--- config.mk ---
export PLATFORM = sky130hd
export DESIGN_NAME = inst_dec_stage
export DESIGN_NICKNAME = d
export VERILOG_FILES = /design/src/rtl/inst_dec_stage.sv
export SDC_FILE = /design/constraint.sdc
export NUM_CORES = 1
export LEC_CHECK = 0
export BUFFER_PORTS_ARGS = -buffer_cell sky130_fd_sc_hd__buf_2
export CORE_MARGIN = 1
export CORE_UTILIZATION = 57
export CTS_CLUSTER_DIAMETER = 150
export CTS_CLUSTER_SIZE = 24
export DETAILED_ROUTE_END_ITERATION = 8
export PLACE_DENSITY = 0.79
export SLEW_MARGIN = 20
export SYNTH_ARGS = -nofsm -noshare
export SYNTH_HDL_FRONTEND = slang
export SYNTH_SLANG_ARGS = --single-unit
--- constraint.sdc ---
create_clock -name i_clk -period 7.9 [get_ports i_clk]
set_input_delay 1.975 -clock i_clk [delete_from_list [all_inputs] [get_ports i_clk]]
set_output_delay 1.975 -clock i_clk [all_outputs]
set_load 0.05 [all_outputs]
--- src/rtl/inst_dec_stage.sv ---
// inst_dec_stage: registered RV32I decode stage with a DEPTH-entry output queue.
// Each accepted fetch word is decoded in the same cycle and pushed into the queue.
// Optional feature: define RV32M_EN to decode the M extension (op_mode 6);
// without it those encodings are reported as illegal.
module inst_dec_stage #(
    parameter int DEPTH = 2
) (
    input  logic        i_clk,
    input  logic        i_rst,
    input  logic        i_flush,
    input  logic        i_valid,
    output logic        o_ready,
    input  logic [31:0] i_inst_data,
    input  logic [31:0] i_pc,
    output logic        o_valid,
    input  logic        i_ready,
    output logic [2:0]  o_op_mode,
    output logic [2:0]  o_func_op,
    output logic        o_fp_mode,
    output logic        o_br,
    output logic [4:0]  o_rd,
    output logic [4:0]  o_rs1,
    output logic [4:0]  o_rs2,
    output logic [31:0] o_imm,
    output logic [31:0] o_pc,
    output logic        o_illegal
);
    localparam int PW = (DEPTH > 1) ? $clog2(DEPTH) : 1;
    localparam int CW = $clog2(DEPTH) + 1;

    typedef struct packed {
        logic [2:0]  op_mode;
        logic [2:0]  func_op;
        logic        br;
        logic [4:0]  rd;
        logic [4:0]  rs1;
        logic [4:0]  rs2;
        logic [31:0] imm;
        logic [31:0] pc;
        logic        illegal;
    } entry_t;

    entry_t         mem [DEPTH];
    entry_t         dec_next;
    entry_t         last_reg;
    entry_t         head;
    logic [PW-1:0]  rd_ptr_reg;
    logic [PW-1:0]  wr_ptr_reg;
    logic [CW-1:0]  count_reg;
    logic [CW-1:0]  count_next;
    logic           ready_reg;
    logic           push;
    logic           pop;
    logic           bad;

    wire [6:0] opcode = i_inst_data[6:0];
    wire [2:0] funct3 = i_inst_data[14:12];
    wire [6:0] funct7 = i_inst_data[31:25];
    wire [4:0] f_rd   = i_inst_data[11:7];
    wire [4:0] f_rs1  = i_inst_data[19:15];
    wire [4:0] f_rs2  = i_inst_data[24:20];

    wire [31:0] imm_i = {{20{i_inst_data[31]}}, i_inst_data[31:20]};
    wire [31:0] imm_s = {{20{i_inst_data[31]}}, i_inst_data[31:25], i_inst_data[11:7]};
    wire [31:0] imm_b = {{19{i_inst_data[31]}}, i_inst_data[31], i_inst_data[7],
                         i_inst_data[30:25], i_inst_data[11:8], 1'b0};
    wire [31:0] imm_u = {i_inst_data[31:12], 12'b0};
    wire [31:0] imm_j = {{11{i_inst_data[31]}}, i_inst_data[31], i_inst_data[19:12],
                         i_inst_data[20], i_inst_data[30:21], 1'b0};

    // Combinational decode of the presented fetch word into a queue entry
    always_comb begin
        dec_next    = '0;
        dec_next.pc = i_pc;
        bad         = 1'b0;
        case (opcode)
            7'b0110111: begin dec_next.func_op = 3'd0; dec_next.rd = f_rd; dec_next.imm = imm_u; end
            7'b0010111: begin dec_next.func_op = 3'd1; dec_next.rd = f_rd; dec_next.imm = imm_u; end
            7'b1101111: begin dec_next.func_op = 3'd2; dec_next.rd = f_rd; dec_next.imm = imm_j; end
            7'b1100111: begin
                dec_next.func_op = 3'd3; dec_next.rd = f_rd; dec_next.rs1 = f_rs1; dec_next.imm = imm_i;
            end
            7'b0000011: begin
                dec_next.op_mode = 3'd1; dec_next.func_op = funct3;
                dec_next.rd = f_rd; dec_next.rs1 = f_rs1; dec_next.imm = imm_i;
                bad = (funct3 == 3'b011) || (funct3 == 3'b110) || (funct3 == 3'b111);
            end
            7'b0100011: begin
                dec_next.op_mode = 3'd2; dec_next.func_op = funct3;
                dec_next.rs1 = f_rs1; dec_next.rs2 = f_rs2; dec_next.imm = imm_s;
                bad = (funct3 >= 3'b011);
            end
            7'b1100011: begin
                dec_next.op_mode = 3'd3; dec_next.br = 1'b1;
                dec_next.rs1 = f_rs1; dec_next.rs2 = f_rs2; dec_next.imm = imm_b;
                case (funct3)
                    3'b000:  dec_next.func_op = 3'd5;   // BEQ  -> EQ
                    3'b001:  dec_next.func_op = 3'd4;   // BNE  -> NE
                    3'b100:  dec_next.func_op = 3'd0;   // BLT  -> LT
                    3'b101:  dec_next.func_op = 3'd3;   // BGE  -> GE
                    3'b110:  dec_next.func_op = 3'd1;   // BLTU -> LTU
                    3'b111:  dec_next.func_op = 3'd2;   // BGEU -> GEU
                    default: bad = 1'b1;
                endcase
            end
            7'b0010011: begin
                dec_next.rd = f_rd; dec_next.rs1 = f_rs1; dec_next.imm = imm_i;
                case (funct3)
                    3'b000: begin dec_next.op_mode = 3'd4; dec_next.func_op = 3'd0; end
                    3'b010: begin dec_next.op_mode = 3'd3; dec_next.func_op = 3'd0; end
                    3'b011: begin dec_next.op_mode = 3'd3; dec_next.func_op = 3'd1; end
                    3'b100: begin dec_next.op_mode = 3'd5; dec_next.func_op = 3'd0; end
                    3'b110: begin dec_next.op_mode = 3'd5; dec_next.func_op = 3'd1; end
                    3'b111: begin dec_next.op_mode = 3'd5; dec_next.func_op = 3'd2; end
                    3'b001: begin
                        dec_next.op_mode = 3'd5; dec_next.func_op = 3'd3;
                        dec_next.imm = {27'b0, f_rs2};
                        bad = (funct7 != 7'b0);
                    end
                    default: begin
                        // SRLI/SRAI: only bit 30 may be set in the funct7 field
                        dec_next.op_mode = 3'd5;
                        dec_next.func_op = i_inst_data[30] ? 3'd5 : 3'd4;
                        dec_next.imm = {27'b0, f_rs2};
                        bad = ({funct7[6], funct7[4:0]} != 6'b0);
                    end
                endcase
            end
            7'b0110011: begin
                dec_next.rd = f_rd; dec_next.rs1 = f_rs1; dec_next.rs2 = f_rs2;
                case (funct7)
                    7'b0000000: begin
                        case (funct3)
                            3'b000: begin dec_next.op_mode = 3'd4; dec_next.func_op = 3'd0; end
                            3'b001: begin dec_next.op_mode = 3'd5; dec_next.func_op = 3'd3; end
                            3'b010: begin dec_next.op_mode = 3'd3; dec_next.func_op = 3'd0; end
                            3'b011: begin dec_next.op_mode = 3'd3; dec_next.func_op = 3'd1; end
                            3'b100: begin dec_next.op_mode = 3'd5; dec_next.func_op = 3'd0; end
                            3'b101: begin dec_next.op_mode = 3'd5; dec_next.func_op = 3'd4; end
                            3'b110: begin dec_next.op_mode = 3'd5; dec_next.func_op = 3'd1; end
                            default: begin dec_next.op_mode = 3'd5; dec_next.func_op = 3'd2; end
                        endcase
                    end
                    7'b0100000: begin
                        if (funct3 == 3'b000) begin
                            dec_next.op_mode = 3'd4; dec_next.func_op = 3'd1;
                        end else if (funct3 == 3'b101) begin
                            dec_next.op_mode = 3'd5; dec_next.func_op = 3'd5;
                        end else begin
                            bad = 1'b1;
                        end
                    end
                    7'b0000001: begin
`ifdef RV32M_EN
                        dec_next.op_mode = 3'd6; dec_next.func_op = funct3;
`else
                        bad = 1'b1;
`endif
                    end
                    default: bad = 1'b1;
                endcase
            end
            7'b1110011: begin
                dec_next.op_mode = 3'd7;
                if (i_inst_data == 32'h0000_0073)      dec_next.func_op = 3'd0;
                else if (i_inst_data == 32'h0010_0073) dec_next.func_op = 3'd1;
                else                                   bad = 1'b1;
            end
            default: bad = 1'b1;
        endcase
        if (bad) begin
            dec_next         = '0;
            dec_next.pc      = i_pc;
            dec_next.op_mode = 3'd7;
            dec_next.func_op = 3'd7;
            dec_next.illegal = 1'b1;
        end
    end

    assign o_valid    = (count_reg != '0);
    assign o_ready    = ready_reg;
    assign push       = i_valid && ready_reg && !i_flush && !i_rst;
    assign pop        = o_valid && i_ready;
    assign count_next = count_reg + CW'(push) - CW'(pop);

    // Queue storage: write the decoded entry at the tail on every accepted word
    always_ff @(posedge i_clk) begin
        if (push) begin
            mem[wr_ptr_reg] <= dec_next;
        end
    end

    // Pointer/count bookkeeping, registered ready, and the last-popped holding copy
    always_ff @(posedge i_clk) begin
        if (i_rst) begin
            rd_ptr_reg <= '0;
            wr_ptr_reg <= '0;
            count_reg  <= '0;
            ready_reg  <= 1'b1;
            last_reg   <= '0;
        end else if (i_flush) begin
            rd_ptr_reg <= '0;
            wr_ptr_reg <= '0;
            count_reg  <= '0;
            ready_reg  <= 1'b1;
        end else begin
            if (push) wr_ptr_reg <= wr_ptr_reg + 1'b1;
            if (pop) begin
                rd_ptr_reg <= rd_ptr_reg + 1'b1;
                last_reg   <= mem[rd_ptr_reg];
            end
            count_reg <= count_next;
            ready_reg <= (count_next < CW'(DEPTH));
        end
    end

    // Head entry when occupied; otherwise keep showing the last entry handed downstream
    assign head      = o_valid ? mem[rd_ptr_reg] : last_reg;
    assign o_op_mode = head.op_mode;
    assign o_func_op = head.func_op;
    assign o_fp_mode = 1'b0;
    assign o_br      = head.br;
    assign o_rd      = head.rd;
    assign o_rs1     = head.rs1;
    assign o_rs2     = head.rs2;
    assign o_imm     = head.imm;
    assign o_pc      = head.pc;
    assign o_illegal = head.illegal;
endmodule

Yosys cells after proc, flatten, opt, wreduce, memory -nomap -nowiden
Memories as Yosys holds them, arrays and structs flattened. A register that Yosys moved wholly into a read port is not among the register bits.
Cells that the tools add are included.
{"block": "classes", "addsub": 4, "n_lt_le_gt_ge": 2, "n_eq_ne": 20, "mux": 31, "bitwise_logic": 1, "n_reduce_logical": 24}
{"op": "case mux 32 bit (6 select lines)", "n": 1}
{"op": "two-way mux 87 bit", "n": 2}
{"op": "case mux 6 bit (7 select lines)", "n": 2}
{"op": "== test 32 x 21 -> 1 bit (second input constant)", "n": 1}
{"op": "== test 32 x 7 -> 1 bit (second input constant)", "n": 1}
{"op": "two-way mux 32 bit", "n": 1}
{"op": "== test 7 x 6 -> 1 bit (second input constant)", "n": 4}
{"op": "== test 7 bit (second input constant)", "n": 4}
{"op": "case mux 3 bit (8 select lines)", "n": 1}
{"op": "case mux 3 bit (6 select lines)", "n": 1}
{"op": "OR reduction 6 bit", "n": 3}
{"op": "two-way mux 5 bit", "n": 3}
{"op": "case mux 3 bit (5 select lines)", "n": 1}
{"op": "== test 7 x 5 -> 1 bit (second input constant)", "n": 2}
{"op": "two-way mux 1 bit", "n": 13}
{"op": "== test 3 bit (second input constant)", "n": 4}
{"op": "two-way mux 6 bit", "n": 2}
{"op": "case mux 6 bit (2 select lines)", "n": 1}
{"op": "OR reduction 2 bit", "n": 4}
{"op": "== test 7 x 2 -> 1 bit (second input constant)", "n": 1}
{"op": "logical NOT 7 bit", "n": 1}
{"op": "case mux 1 bit (7 select lines)", "n": 1}
{"op": "nonzero test 7 bit", "n": 1}
{"op": "OR reduction 7 bit", "n": 1}
{"op": "other kinds (18)", "n": 26}
{"block": "totals", "reg_bits": 92, "ramBits": 174, "out_inout_bits": 90, "word_cells": 96, "mem_count": 1}
{"memory": "mem", "depth": 2, "word_bits": 87, "read_ports": 1, "rd_ports_with_merged_regs": 1, "write_ports": 1, "line_no": "43", "rtl": "entry_t mem [DEPTH];"}

Depth between registers and ports, before layout
{"block": "depth", "ltp_word": 6, "depth_mapped": 11, "mapped_depth_nobuf": 10}

Least setup slack after synthesis
OpenSTA, ideal clock, no wires.
{"block": "synth_timing", "kind": "input to register", "startpoint": "input i_rst", "endpoint": "memory mem[0][0] (netlist name), enable pin", "setup_ns": 0.534, "t_arrival_ns": 6.143, "required_ns": 7.366, "slack_ns": 1.223, "path_stages": 4, "cell_sequence": "clkbuf_1 -> nor2_1 -> nand3_1 -> nor2_1"}
{"block": "synth_via", "elab_chain_len": 4}
{"element": "start, declared", "line_no": "9", "rtl": "input logic i_rst,"}
{"element": "logical NOT 1 bit", "line_no": "182", "rtl": "assign push = i_valid && ready_reg && !i_flush && !i_rst;"}
{"element": "logical AND 1 bit", "line_no": "182"}
{"element": "two-way mux 1 bit", "line_no": "188", "rtl": "if (push) begin"}
{"element": "two-way mux 1 bit (not written as such)", "line_no": "189", "rtl": "mem[wr_ptr_reg] <= dec_next;"}
{"element": "end, declared", "line_no": "43"}
Every way passes these cells.

Worst setup path in the final report
{"block": "layout_timing", "startpoint": "register count_reg[1]", "endpoint": "output o_imm[13]"}
{"block": "layout_via", "elab_chain_len": 2}
{"element": "start, declared", "line_no": "49", "rtl": "logic [CW-1:0] count_reg;"}
{"element": "start signal, assigned", "line_no": "212", "rtl": "count_reg <= count_next;"}
{"element": "nonzero test 2 bit", "line_no": "180", "rtl": "assign o_valid = (count_reg != '0);"}
{"element": "two-way mux 87 bit", "line_no": "218", "rtl": "assign head = o_valid ? mem[rd_ptr_reg] : last_reg;"}
{"element": "end, declared", "line_no": "24", "rtl": "output logic [31:0] o_imm,"}
Every way passes these cells.

==> results.rst <==
.. list-table::
   :header-rows: 1

   * - Metric
     - Value
   * - Number of gates resized after cts
     - 0
   * - DR pass1 iterations
     - 5
   * - Worst-path maximum fanout
     - 103
   * - Total setup violations reported at the end of the flow
     - 0
   * - Sequential fraction of the synthesis area
     - 62.8%
   * - Share of the clock period used by the worst path after layout
     - 65.8%
   * - Initial standard-cell utilization of the core
     - 58.0%
   * - Outcome
     - completed
   * - Die width
     - 143 um
   * - FFs w/ async S/R, synth
     - 0%
   * - Aggregate negative setup slack
     - 0 ns
   * - Endpoints failing hold
     - 0
   * - Number of flip-flops under the largest register name
     - 174
   * - Die footprint
     - 0.0204 mm2
   * - Crit path kind
     - reg2out
   * - CTS max path bufs
     - 3
   * - Placer Congestion
     - 0.902
   * - Synthesized instance count
     - 998
   * - Number of sinks driven by the clock tree
     - 267
   * - Vias in the first global route
     - 7,395
   * - Seq cells post-synth
     - 267
   * - Maximum clock skew at final layout
     - 0.0178 ns
   * - Clock H-tree levels
     - 1
   * - Post-layout nets
     - 1,171
   * - Maximum number of pins on one net before global-route repair
     - 137
   * - Vias/cell
     - 5.76
   * - Net count of the mapped netlist
     - 1,069
   * - Num CTS Buffers
     - 15
   * - Overall fraction of global-route tracks in use
     - 24.4%
   * - Mean cell area of the mapped netlist
     - 11.3 um2
   * - Commonest cells after routing, fill and taps aside
     - nor2_1 (192), edfxtp_1 (174), buf_2 (157), a21oi_1 (114), dfxtp_1 (92)
   * - Antenna diode count
     - 0
   * - Synthesized area
     - 0.0113 mm2
   * - Power density relative to cell area
     - 204 mW/mm2
   * - Overall power consumption
     - 2580 uW
   * - Worst slew pin tran
     - 1.10 ns
   * - Remaining DRCs
     - 0
   * - Antenna-violating nets left
     - 0
   * - Register clock-pin slew on the reported worst setup and hold paths
     - 0.09 ns
   * - Cell variety after synth
     - 53
   * - Placed cell areas
     - 0.0122 mm2
   * - Most common cell after layout, fill and taps aside
     - nor2_1
   * - Number of warnings printed during yosys synthesis
     - 0
   * - Fin. max-slew vios
     - 0
   * - DRT iter0 DRCs
     - 566
   * - Wire length of the first global-routing pass
     - 38,500 um
   * - CP Data Arrival Time
     - 3.22 ns
   * - TritonCTS clock tree
     - built
   * - Critical Path End Type
     - output pin
   * - Critical path launch point type
     - flip-flop
   * - Clock period minus worst slack
     - 5.20 ns
   * - Overall routed net length
     - 25,600 um
   * - Post CTS Setup Buffer Count
     - 0
   * - Type of the worst min-delay path
     - reg2reg
   * - Fmax
     - 192 MHz
   * - Row Count
     - 51
   * - Core Region
     - 0.0195 mm2
   * - Hold bufs inserted after CTS
     - 0
   * - Standby leakage power
     - 0.00428 uW
   * - Proportion of layout cells with a drive suffix above 1
     - 17.3%
   * - Port Buffer Count
     - 157
   * - Total half-perimeter wirelength after legalization and detailed placement
     - 16,700 um
   * - Worst max-slew margin expressed relative to the limit
     - 26.7%
   * - Via count
     - 7,904
   * - Highest ir drop seen on vdd
     - 0.158 mV
   * - Required time reported for the critical path endpoint
     - 5.93 ns
   * - Clock Tree Root
     - clkbuf_16
   * - Die height
     - 143 um
   * - Antenna violations before repair
     - 1
   * - Cell area after layout
     - 0.0127 mm2
   * - Layout overhead on the synthesized area
     - 12.2%
   * - Reported max-cap violation count
     - 0
   * - EDFF count, synth
     - 174
   * - Per-cell routed wire length
     - 18.6 um
   * - Clock network latency to the later pin of the worst-skew pair
     - 0.48 ns
   * - Ports placed on the boundary
     - 159
   * - Unrepaired setup endpoints after global routing
     - false
   * - Overall overflow remaining after global route
     - 0
   * - Dominant synthesized flop cell
     - edfxtp_1
   * - Number of fill cells in the layout
     - 1,482
-- cell usage after synthesis (all sizes together), types with 8 or more instances --
cell / instances / area (um2)
nor3: 12 / 60.1
buf: 15 / 68.8
nand2: 35 / 134
mux2i: 88 / 881
and3: 16 / 100
edfxtp: 174 / 5230
nor4: 8 / 65.1
a211oi: 89 / 668
dfxtp: 93 / 1860
o21ai: 9 / 45.0
inv: 10 / 37.5
clkbuf: 64 / 240
nor2: 195 / 732
a21oi: 114 / 571
-- metrics by stage --
step	utilization [%]	hold WS, ns	cells	setup WS, ns
floorplan	-	0.475	998	1.22
global placement	62.8	0.485	1348	2.81
detailed placement	62.8	0.491	1348	2.69
CTS	65.0	0.505	1373	2.74
global route	65.0	0.522	1373	2.54
finish	65.0	0.501	1373	2.70
-- layer usage --
layer | vias to the layer above | track usage (%) | wire length, um
li1 | 3850 | - | -
met1 | 3729 | 32.9 | 10800
met2 | 294 | 41.3 | 12300
met3 | 31 | 3.99 | 2060
met4 | 0 | 5.77 | 448
met5 | - | 0 | 0
-- path summary, 6_finish.rpt --
path / cells after the start / startpoint / slack [ns] / to
setup / recovery: 5 / count_reg[1]$_SDFF_PP0_ / 2.70 / o_imm[13]
hold / removal: 2 / last_reg[58]$_SDFFE_PP0P_ / 0.50 / last_reg[58]$_SDFFE_PP0P_
setup reg to reg: 6 / count_reg[1]$_SDFF_PP0_ / 4.61 / last_reg[82]$_SDFFE_PP0P_
hold reg to reg: 2 / last_reg[58]$_SDFFE_PP0P_ / 0.50 / last_reg[58]$_SDFFE_PP0P_
-- critical path, stage by stage (launching register included) --
cell and delay [ns]:
dfxtp_1 0.36, or2_4 0.87, buf_4 0.73, nor2_1 0.15, a21oi_1 0.27, buf_2 0.33
-- kinds of logic (layout without fill, tap and decap cells) --
kind of cell | after synthesis | after routing | share of synthesized area [%]
mux | 88 | 88 | 7.81
compound gates | 238 | 238 | 13.3
simple gates | 307 | 307 | 12.3
xor+xnor | 6 | 6 | 0.466
buf+inv | 89 | 199 | 3.07
other cells | 1 | 1 | 0.0332
flops | 267 | 267 | 62.8
fa+ha+maj | 2 | 2 | 0.222
-- report_power, final --
group          internal (uW)  total [uW]  switching [uW]
clock                    367         804             437
sequential              1490        1500            7.27
combinational           65.6         273             207
total                   1930        2580             651
-- final cells by class --
class	count	area (um2)	share of cell area [%]
Timing Repair Buffer	164	876	6.92
Inverter	10	37.5	0.297
Clock buffer	24	409	3.23
Multi-Input combinational cell	642	3880	30.6
Tap cell	265	332	2.62
Sequential cell	267	7090	56.0
Clock inverter	1	30.0	0.237
Note: power is estimated with default switching activity, not from simulation.
